File: src/rtl/parity_gen_serial_tx.sv
// ============================================================================
//  Module   : parity_gen_serial_tx
//  Brief    : Serial even-parity frame transmitter:
//             start(0), data LSB-first, parity, stop(1).
//             Each line bit is held for CLKS_PER_BIT clocks.
//  Revision : 1.0  initial release
// ============================================================================
`default_nettype none

module parity_gen_serial_tx #(
    parameter int DATA_W       = 3,
    parameter int CLKS_PER_BIT = 4
) (
    input  logic              clk,
    input  logic              rst_n,
    input  logic              in_valid,
    output logic              in_ready,
    input  logic [DATA_W-1:0] in_data,
    output logic              tx_out,
    output logic              busy,
    output logic              parity_out
);

    localparam int CYC_W = (CLKS_PER_BIT > 1) ? $clog2(CLKS_PER_BIT) : 1;
    localparam int BIT_W = (DATA_W > 1) ? $clog2(DATA_W) : 1;

    localparam logic [CYC_W-1:0] CYC_LAST = CYC_W'(CLKS_PER_BIT - 1);
    localparam logic [CYC_W-1:0] CYC_ONE  = CYC_W'(1);
    localparam logic [BIT_W-1:0] BIT_LAST = BIT_W'(DATA_W - 1);
    localparam logic [BIT_W-1:0] BIT_ONE  = BIT_W'(1);

    typedef enum logic [2:0] {
        ST_IDLE   = 3'd0,
        ST_START  = 3'd1,
        ST_DATA   = 3'd2,
        ST_PARITY = 3'd3,
        ST_STOP   = 3'd4
    } state_t;

    state_t            state_q,  state_d;
    logic [DATA_W-1:0] shreg_q,  shreg_d;
    logic [CYC_W-1:0]  cyc_q,    cyc_d;
    logic [BIT_W-1:0]  bitcnt_q, bitcnt_d;
    logic              parity_q, parity_d;
    logic              busy_q,   busy_d;
    logic              tx_q,     tx_d;
    logic              bit_end;

    assign bit_end = (cyc_q == CYC_LAST);

    always_comb begin
        state_d  = state_q;
        shreg_d  = shreg_q;
        cyc_d    = cyc_q;
        bitcnt_d = bitcnt_q;
        parity_d = parity_q;
        busy_d   = busy_q;

        if (state_q != ST_IDLE) begin
            cyc_d = bit_end ? '0 : cyc_q + CYC_ONE;
        end

        case (state_q)
            ST_IDLE: begin
                if (in_valid) begin
                    shreg_d  = in_data;
                    parity_d = ^in_data;
                    bitcnt_d = '0;
                    cyc_d    = '0;
                    busy_d   = 1'b1;
                    state_d  = ST_START;
                end
            end
            ST_START: begin
                if (bit_end) begin
                    bitcnt_d = '0;
                    state_d  = ST_DATA;
                end
            end
            ST_DATA: begin
                if (bit_end) begin
                    shreg_d = shreg_q >> 1;
                    if (bitcnt_q == BIT_LAST) begin
                        state_d = ST_PARITY;
                    end else begin
                        bitcnt_d = bitcnt_q + BIT_ONE;
                    end
                end
            end
            ST_PARITY: begin
                if (bit_end) begin
                    state_d = ST_STOP;
                end
            end
            ST_STOP: begin
                if (bit_end) begin
                    busy_d  = 1'b0;
                    state_d = ST_IDLE;
                end
            end
            default: begin
                busy_d  = 1'b0;
                state_d = ST_IDLE;
            end
        endcase

        // Line value is decoded from the next state so tx changes on the same edge as the state.
        case (state_d)
            ST_START:  tx_d = 1'b0;
            ST_DATA:   tx_d = shreg_d[0];
            ST_PARITY: tx_d = parity_d;
            default:   tx_d = 1'b1;
        endcase
    end

    always_ff @(posedge clk or negedge rst_n) begin
        if (!rst_n) begin
            state_q  <= ST_IDLE;
            shreg_q  <= '0;
            cyc_q    <= '0;
            bitcnt_q <= '0;
            parity_q <= 1'b0;
            busy_q   <= 1'b0;
            tx_q     <= 1'b1;
        end else begin
            state_q  <= state_d;
            shreg_q  <= shreg_d;
            cyc_q    <= cyc_d;
            bitcnt_q <= bitcnt_d;
            parity_q <= parity_d;
            busy_q   <= busy_d;
            tx_q     <= tx_d;
        end
    end

    assign in_ready   = (state_q == ST_IDLE);
    assign tx_out     = tx_q;
    assign busy       = busy_q;
    assign parity_out = parity_q;

endmodule

`default_nettype wire

File: config.mk
export PLATFORM = sky130hd
export DESIGN_NAME = parity_gen_serial_tx
export DESIGN_NICKNAME = d
export VERILOG_FILES = /design/src/rtl/parity_gen_serial_tx.sv
export SDC_FILE = /design/constraint.sdc
export NUM_CORES = 1
export LEC_CHECK = 0
export CORE_MARGIN = 2
export CORE_UTILIZATION = 50
export CTS_BUF_LIST = sky130_fd_sc_hd__clkbuf_2
export DETAILED_ROUTE_END_ITERATION = 12
export GPL_TIMING_DRIVEN = 0
export HOLD_SLACK_MARGIN = 0.02
export PLACE_DENSITY = 0.74
export SLEW_MARGIN = 20
export SYNTH_ARGS = -nofsm -noshare
export SYNTH_HDL_FRONTEND = slang
export SYNTH_SLANG_ARGS = --single-unit
File: constraint.sdc
create_clock -name clk -period 2.1 [get_ports clk]
set_clock_uncertainty 0.2 [all_clocks]
set_input_delay 0.21 -clock clk [delete_from_list [all_inputs] [get_ports clk]]
set_output_delay 0.21 -clock clk [all_outputs]
set_load 0.02 [all_outputs]
# Yosys cells after proc, flatten, opt, wreduce, memory -nomap -nowiden
# Cells that the tools add are included.
[totals]
ff_bits = 13
inputBits = 6
output_inout_bits = 4
word_cells = 59
[classes]
n_addsub = 2
n_eq_ne = 14
mux = 25
bitwise_logic = 1
reduce_logical = 9
[ops]
columns = ["cell", "n"]
rows = [
  ["3-bit 2-to-1 mux", 8],
  ["2-bit 2-to-1 mux", 8],
  ["3-bit case mux with 5 select lines", 1],
  ["3-bit by 2-bit equality test with 1-bit output (second input constant)", 4],
  ["2-bit inequality test (second input constant)", 5],
  ["3-bit by 1-bit equality test with 1-bit output (second input constant)", 2],
  ["1-bit case mux with 3 select lines", 2],
  ["2-bit case mux with 3 select lines", 1],
  ["3-bit case mux with 2 select lines", 1],
  ["3-bit AND reduction", 2],
  ["3-bit nonzero test", 2],
  ["5-bit AND reduction", 1],
  ["2-bit by 1-bit adder with 2-bit output (second input constant)", 2],
  ["2-bit equality test (second input constant)", 2],
  ["1-bit 2-to-1 mux", 4],
  ["3-bit equality test (second input constant)", 1],
  ["3-bit zero test", 1],
  ["3-bit OR reduction", 1],
  ["3-bit XOR reduction", 1],
  ["2-bit nonzero test", 1],
  ["1-bit inverter", 1],
]

# Logic depth before layout (Yosys ltp)
# Gate-level depths: netlist of the first run.
[depth]
ltp_word = 6
depth_mapped = 6
mapped_depth_nobuf = 6

# Worst setup path after synthesis of the first run
# No wires, ideal clock.
[synth_path]
kind = "reg2reg"
startpoint = "register state_q[0]"
endpoint = "register tx_q, in the netlist tx_out"
setup_time_ps = 82
arrival_ps = 1476
setup_slack_ps = 342
stages_incl_launch_ff = 6
n_path_buf = 1
period_less_slack_ps = 1758
cell_sequence = "dfrtp_1 buf_4 nor4b_2 mux2_4 and2_0 mux2_4"
[synth_between]
word_cells_on_any_way = 18
cone_classes = "eq/ne (7); mux (10); reduce/logical (1)"
[synth_lines]
columns = ["element", "line", "source"]
rows = [
  ["start: declaration", "40", "state_t state_q, state_d;"],
  ["start signal: assignment", "126", "state_q <= state_d;"],
  ["3-bit zero test", "63", "case (state_q)"],
  ["1-bit 2-to-1 mux", "63", ""],
  ["net parity_d", "44", "logic parity_q, parity_d;"],
  ["1-bit case mux with 3 select lines", "108", "case (state_d)"],
  ["net tx_d", "46", "logic tx_q, tx_d;"],
  ["end signal: assignment", "132", "tx_q <= tx_d;"],
  ["end: declaration", "46", ""],
]
# The timed path passes the listed nets, and every way through them passes these cells.
# A chain may end at the register's enable or synchronous reset.

# Worst setup path in the final report of the first run
[layout_path]
startpoint = "register state_q[0]"
endpoint = "output in_ready"
[layout_between]
elab_chain_cells = 1
[layout_lines]
columns = ["element", "line", "source"]
rows = [
  ["3-bit zero test", "136", "assign in_ready = (state_q == ST_IDLE);"],
  ["end: declaration", "17", "output logic in_ready,"],
]
# No other way between the ends.

==> results of run 1 <==
-- sequential cells by signal (all words and copies together), names as in the netlist --
name / flops
bitcnt_q: 2
busy: 1
cyc_q: 2
parity_out: 1
shreg_q: 3
state_q: 3
tx_out: 1
-- what timing repair did --
action | 4_1_cts | 5_1_grt
endpoints found under the setup margin | 1 | 1
gates resized for setup | 4 | 2
pin swaps | 0 | 0
-- layer usage --
| layer | up-vias | GRT usage (%) |
|---|---|---|
| met4 | 0 | 9.38 |
| met5 | - | 0 |
| met3 | 2 | 5.17 |
| li1 | 278 | - |
| met2 | 12 | 25.8 |
| met1 | 259 | 23.2 |
-- critical path, delay by kind of cell, from the launching register on --
| family | cells | cell delay [ns] |
|---|---|---|
| buffers and inverters | 3 | 0.61 |
| DFF | 1 | 0.38 |
| and+or+nand+nor | 2 | 0.33 |
-- area by class of cell --
cell class,instances,share of cell area [%]
multi-input cells,49,43.2
flip-flops and latches,13,37.5
repair buffers,9,10.4
plain buffers,5,3.15
clock buffers,4,2.29
well taps,15,2.15
inverters,3,1.29
-- worst paths after layout --
kind,depth (start not counted),from,slack [ns],end
min in group clk,2,shreg_q[0],0.33,shreg_q[0]
hold reg to reg,2,shreg_q[0],0.33,shreg_q[0]
setup reg to reg,6,cyc_q[0],0.24,tx_out
setup / recovery,5,state_q[0],0.1,in_ready
max in group asynchronous,1,rst_n,1.21,state_q[2]
hold / removal,1,rst_n,0.09,bitcnt_q[0]
-- cell usage after synthesis (2+ instances only) --
master | instances | area (sq um)
dfrtp_1 | 12 | 300
o21ai_1 | 8 | 40.0
a21oi_1 | 4 | 20.0
buf_2 | 4 | 20.0
nand2_1 | 4 | 15.0
ha_1 | 3 | 37.5
inv_1 | 3 | 11.3
nand3_1 | 3 | 15.0
a32oi_1 | 2 | 17.5
mux2_4 | 2 | 30.0
mux2i_1 | 2 | 20.0
nor2_1 | 2 | 7.51
-- through the flow --
step	cells	util, %	TNS [ns]
CTS	98	65.1	0
global route	98	65.6	0
global placement	94	63.3	-0.0329
finish	98	65.6	0
floorplan	70	-	0
detailed placement	94	63.3	-0.0308
-- kinds of logic (layout without fill, tap and decap cells) --
logic type      Yosys count  count (layout)  share of synthesized area [%]
compound gates           23              23                           20.6
xor+xnor                  1               1                           3.23
fa+ha+maj                 3               3                           5.10
buf+inv                   8              21                           5.27
flops                    13              13                           44.4
mux                       4               4                           6.80
simple gates             18              18                           14.6
-- power by group through the flow --
stage | sequential [uW] | combinational [uW] | clock (uW)
after global placement | 434 | 662 | 0
final | 434 | 697 | 130
after CTS | 433 | 685 | 137
after floorplan | 460 | 472 | 0
after global routing | 451 | 761 | 148
after detailed placement | 439 | 679 | 0
==> summary.txt, run 1 <==
Yosys
  • EDFF count, synth: 0
  • Syn nets: 79
  • Post-synthesis cell type count: 33
  • Yosys warns: 0
  • Async SR Flop Fraction: 100%
  • Yosys reg bits: 13
  • Syn avg cell area: 10.5 sq um
  • Post-synthesis cell count: 70
  • Prevailing post-synth register cell: dfrtp_1
  • Mapped Area: 736 sq um
  • Post-synthesis sequential area ratio: 44.4%

Run
  • Max-cap violations: 0

STA
  • Shortest period the worst path allows: 2.00 ns
  • Final Hold Fails: 0
  • Endpoints failing setup: 0
  • Slew margin rel.: 62.3%
  • Part of the cycle the worst path needs: 95.5%
  • RSZ-0062 raised after global routing: no
  • Final Hold Slack: 0.0902 ns
  • Pins Over Slew Limit: 0
  • Fmax: 0.499 GHz
  • Final Worst Setup Slack: 0.0955 ns
  • Slew @ Worst Pin: 0.564 ns

Drt
  • Wire per inst: 13.8 um
  • Met1 wire length: 689 um
  • Met2 WL: 602 um
  • # DRC: 0
  • First-pass DRT Iterations: 4
  • DR top layer: met4
  • Initial drt markers: 8
  • ANT nets after route: 0
  • Wire length on met3: 49 um
  • Via-to-Cell Ratio: 5.62
  • Via Count: 551
  • DRT Wirelength: 1350 um

Pwr
  • Design internal power: 746 uW
  • Clock Power Share: 10.3%
  • Comb power frac: 55.3%
  • Power Density: 1440 nW/um^2
  • VDD IR max: 0.000776 V
  • Total Power: 1260 uW
  • Flop pwr share: 34.4%
  • NetSw: 515 uW
  • Switching fraction of total power: 40.8%
  • Lkg Pwr: 0.000387 uW

Global route
  • Largest net degree at the start of global routing: 14
  • Vias in the first global route: 522
  • Total track usage: 17.6%
  • Residual overflow from global routing: 0
  • Antenna violations before repair: 0
  • First-pass GRT wire length: 2330 um

Worst setup path
  • CP Cell Sequence: buf_4, or2_1, buf_2, nor2_4, clkdlybuf4s15_2
  • Slowest-stage cell, CP: dfrtp_1
  • CP max stage delay: 0.38 ns
  • Worst-path maximum fanout: 10
  • Setup crit end kind: output pin
  • Crit path DAT: 1.59 ns
  • Crit Path Class: reg2out
  • Worst Path Required: 1.69 ns
  • Critical path startpoint category: flop

Run status
  • Status: finished, final reports clean

Clock network
  • Root buffer cell: clkbuf_2
  • # hold bufs at CTS: 0
  • CTS clock-pin slew for the worst setup and hold paths: 0.12 ns
  • Setup bufs post-CTS: 0
  • TritonCTS clock tree: built
  • CTS sink cnt: 13
  • Clock Latency Late Sink: 0.27 ns
  • CTS max path bufs: 2
  • H-tree levels: 1
  • Number of buffers created by CTS: 3

Die
  • IO Count: 10
  • Die width: 42.4 um
  • Std cell rows: 13
  • Die Height: 42.4 um
  • Initial Utilization: 55.2%
  • Die area: 1790 sq um
  • Area of the core: 1330 sq um

Place
  • Hpwl dp: 988 um
  • Placement Setup Slack: -0.0303 ns
  • GPL Wtd Cong: 0.742
  • PortBufs: 9
  • Post-Place Cell Area: 845 sq um

Cells and area
  • Register area: 328 sq um
  • Diodes inserted: 0
  • Most common cell after layout, fill and taps aside: dfrtp_1
  • Most frequent cells in the layout: dfrtp_1, o21ai_1, clkdlybuf4s50_1
  • Layout cells sized above 1: 21.7%
  • Post-route cell area: 875 sq um
  • Multi-input gate area: 378 sq um
  • Fin nets: 93
  • Fillers: 119
  • Area delta synth->final: 18.9%

Worst hold path
  • Hold WC Path Type: in2async
No activity file was read; power rests on OpenSTA's default activity.
==> inputs of run 2 (changes only) <==
- clock period: 2.1 -> 2.5 ns (I/O delays scaled with it)
==> summary.txt, run 2 (synthesis results as in run 1) <==
Drt
  • Via Count: 558 (was 551)
  • Wire per inst: 13.5 um (was 13.8 um)
  • First-pass DRT Iterations: 4 (unchanged)
  • Initial drt markers: 9 (was 8)
  • # DRC: 0 (unchanged)
  • DRT Wirelength: 1330 um (was 1350 um)
  • ANT nets after route: 0 (unchanged)
  • Via-to-Cell Ratio: 5.69 (was 5.62)

STA
  • RSZ-0062 raised after global routing: no (unchanged)
  • Pins Over Slew Limit: 0 (unchanged)
  • Slew margin rel.: 62.2% (was 62.3%)
  • Shortest period the worst path allows: 2.20 ns
  • Setup TNS: 0 ns (unchanged)
  • Final Hold Fails: 0 (unchanged)
  • Final Hold Slack: 0.123 ns (was 0.0902 ns)
  • Endpoints failing setup: 0 (unchanged)
  • Part of the cycle the worst path needs: 88.0%
  • Fmax: 0.455 GHz
  • Slew @ Worst Pin: 0.565 ns (was 0.564 ns)

Global route
  • Met3 usage: 5.17% (unchanged)
  • Residual overflow from global routing: 0 (unchanged)
  • Met2 Track Usage GR: 25.8% (unchanged)
  • First-pass GRT wire length: 2340 um (was 2330 um)
  • Total track usage: 17.7% (was 17.6%)
  • Met1 usage: 23.4% (was 23.2%)
  • Vias in the first global route: 524 (was 522)
  • Largest net degree at the start of global routing: 14 (unchanged)
  • GRT Max-Usage Layer: met2 (unchanged)
  • Antenna violations before repair: 0 (unchanged)

Clock network
  • CTS sink cnt: 13 (unchanged)
  • CTS clock-pin slew for the worst setup and hold paths: 0.12 ns (about the same)
  • Number of buffers created by CTS: 3 (unchanged)
  • Clock Latency Late Sink: 0.27 ns (about the same)
  • CTS max path bufs: 2 (unchanged)
  • # hold bufs at CTS: 0 (unchanged)
  • H-tree levels: 1 (unchanged)
  • Root buffer cell: clkbuf_2 (unchanged)
  • Setup bufs post-CTS: 0 (unchanged)
  • Post-CTS sizing: 1 (was 4)
  • TritonCTS clock tree: built (unchanged)

Worst setup path
  • Crit Path Class: reg2out (unchanged)
  • CP Cell Sequence: buf_4, or2_1, buf_2, nor2_1, dlygate4sd2_1 (was buf_4, or2_1, buf_2, nor2_4, clkdlybuf4s15_2)
  • Worst Path Required: 2.05 ns (was 1.69 ns)
  • Critical path startpoint category: flop (unchanged)
  • CP max stage delay: 0.38 ns (about the same)
  • Setup crit end kind: output pin (unchanged)
  • Worst-path maximum fanout: 10 (unchanged)
  • Crit path DAT: 1.75 ns (was 1.59 ns)
  • Slowest-stage cell, CP: dfrtp_1 (unchanged)
  • R2R setup slack: 0.65 ns (was 0.24 ns)

Run status
  • Status: finished, final reports clean (unchanged)

Pwr
  • Lkg Pwr: 0.000391 uW (was 0.000387 uW)
  • Power Density: 1200 nW/um^2 (was 1440 nW/um^2)
  • Total Power: 1040 uW (was 1260 uW)
  • VDD IR max: 0.000605 V (was 0.000776 V)

Cells and area
  • Layout cells sized above 1: 18.1% (was 21.7%)
  • Multi-input gate area: 370 sq um (was 378 sq um)
  • Register area: 327 sq um (was 328 sq um)
  • Fin nets: 93 (unchanged)
  • Most common cell after layout, fill and taps aside: dfrtp_1 (unchanged)
  • Finished Layout Cells: 98 (unchanged)
  • Most frequent cells in the layout: dfrtp_1, o21ai_1, clkdlybuf4s50_1 (unchanged)
  • Area delta synth->final: 17.3% (was 18.9%)
  • Diodes inserted: 0 (unchanged)
  • Fillers: 121 (was 119)
  • Registers with the most flip-flops: shreg_q: 3 flops, state_q: 3 flops (unchanged)

Die
  • Die Height: 42.4 um (unchanged)
  • Area of the core: 1330 sq um (unchanged)
  • Std cell rows: 13 (unchanged)
  • Die area: 1790 sq um (unchanged)
  • IO Count: 10 (unchanged)
  • Die width: 42.4 um (unchanged)
  • Initial Utilization: 55.2% (unchanged)

Worst hold path
  • Hold WC Path Type: in2async (unchanged)

Place
  • Hpwl dp: 988 um (unchanged)
  • Placed insts: 94 (unchanged)
  • GPL Wtd Cong: 0.742 (unchanged)
  • PortBufs: 9 (unchanged)

Run
  • Max-cap violations: 0 (unchanged)
## run 2: cell types whose count changed in the layout (fill, tap and decap cells not counted)
cell,delta
dfrtp_1,+1
dlygate4sd2_1,+1
nor2_4,-1
clkdlybuf4s15_2,-1
dfrtp_2,-1
nor2_1,+1
## run 2: metrics by stage
stage	setup WS, ns	util [%]	cell area (sq um)
6_report	0.301	64.7	863
5_1_grt	0.162	64.7	863
4_1_cts	0.284	64.7	863
3_5_place_dp	0.330	63.3	845
3_3_place_gp	0.334	63.3	845
2_1_floorplan	0.742	-	736
## run 2: critical path, delay by kind of cell (launching register included)
family | cells | cell delay (ns)
simple gates | 2 | 0.40
buf+inv | 3 | 0.69
flops | 1 | 0.38
## run 2: cell type report
cell class                      count  area share, %
Buffer                              5           3.19
Tap cell                           15           2.17
Inverter                            3           1.30
Clock buffer                        4           2.32
Multi-Input combinational cell     49           42.9
Timing Repair Buffer                9           10.3
Sequential cell                    13           37.8
## run 2: report_power, final
group          leakage [uW]  switching, uW  total (uW)  internal, uW
combinational      0.000217            298         565           267
clock             0.0000166           68.7         111          42.4
sequential         0.000157           53.6         363           309
## run 2: path summary, 6_finish.rpt
path / to / cells after the start / startpoint
max: in_ready / 5 / state_q[0]
min: bitcnt_q[0] / 1 / rst_n
max reg2reg: tx_out / 5 / state_q[0]
min reg2reg: shreg_q[1] / 2 / shreg_q[1]
max in group asynchronous: tx_out / 1 / rst_n
min in group clk: shreg_q[1] / 2 / shreg_q[1]
## run 2: layer usage
layer	share of wire [%]	vias up
li1	-	278
met1	50	258
met2	43	17
met3	4.7	5
met4	2.2	0
met5	0	-
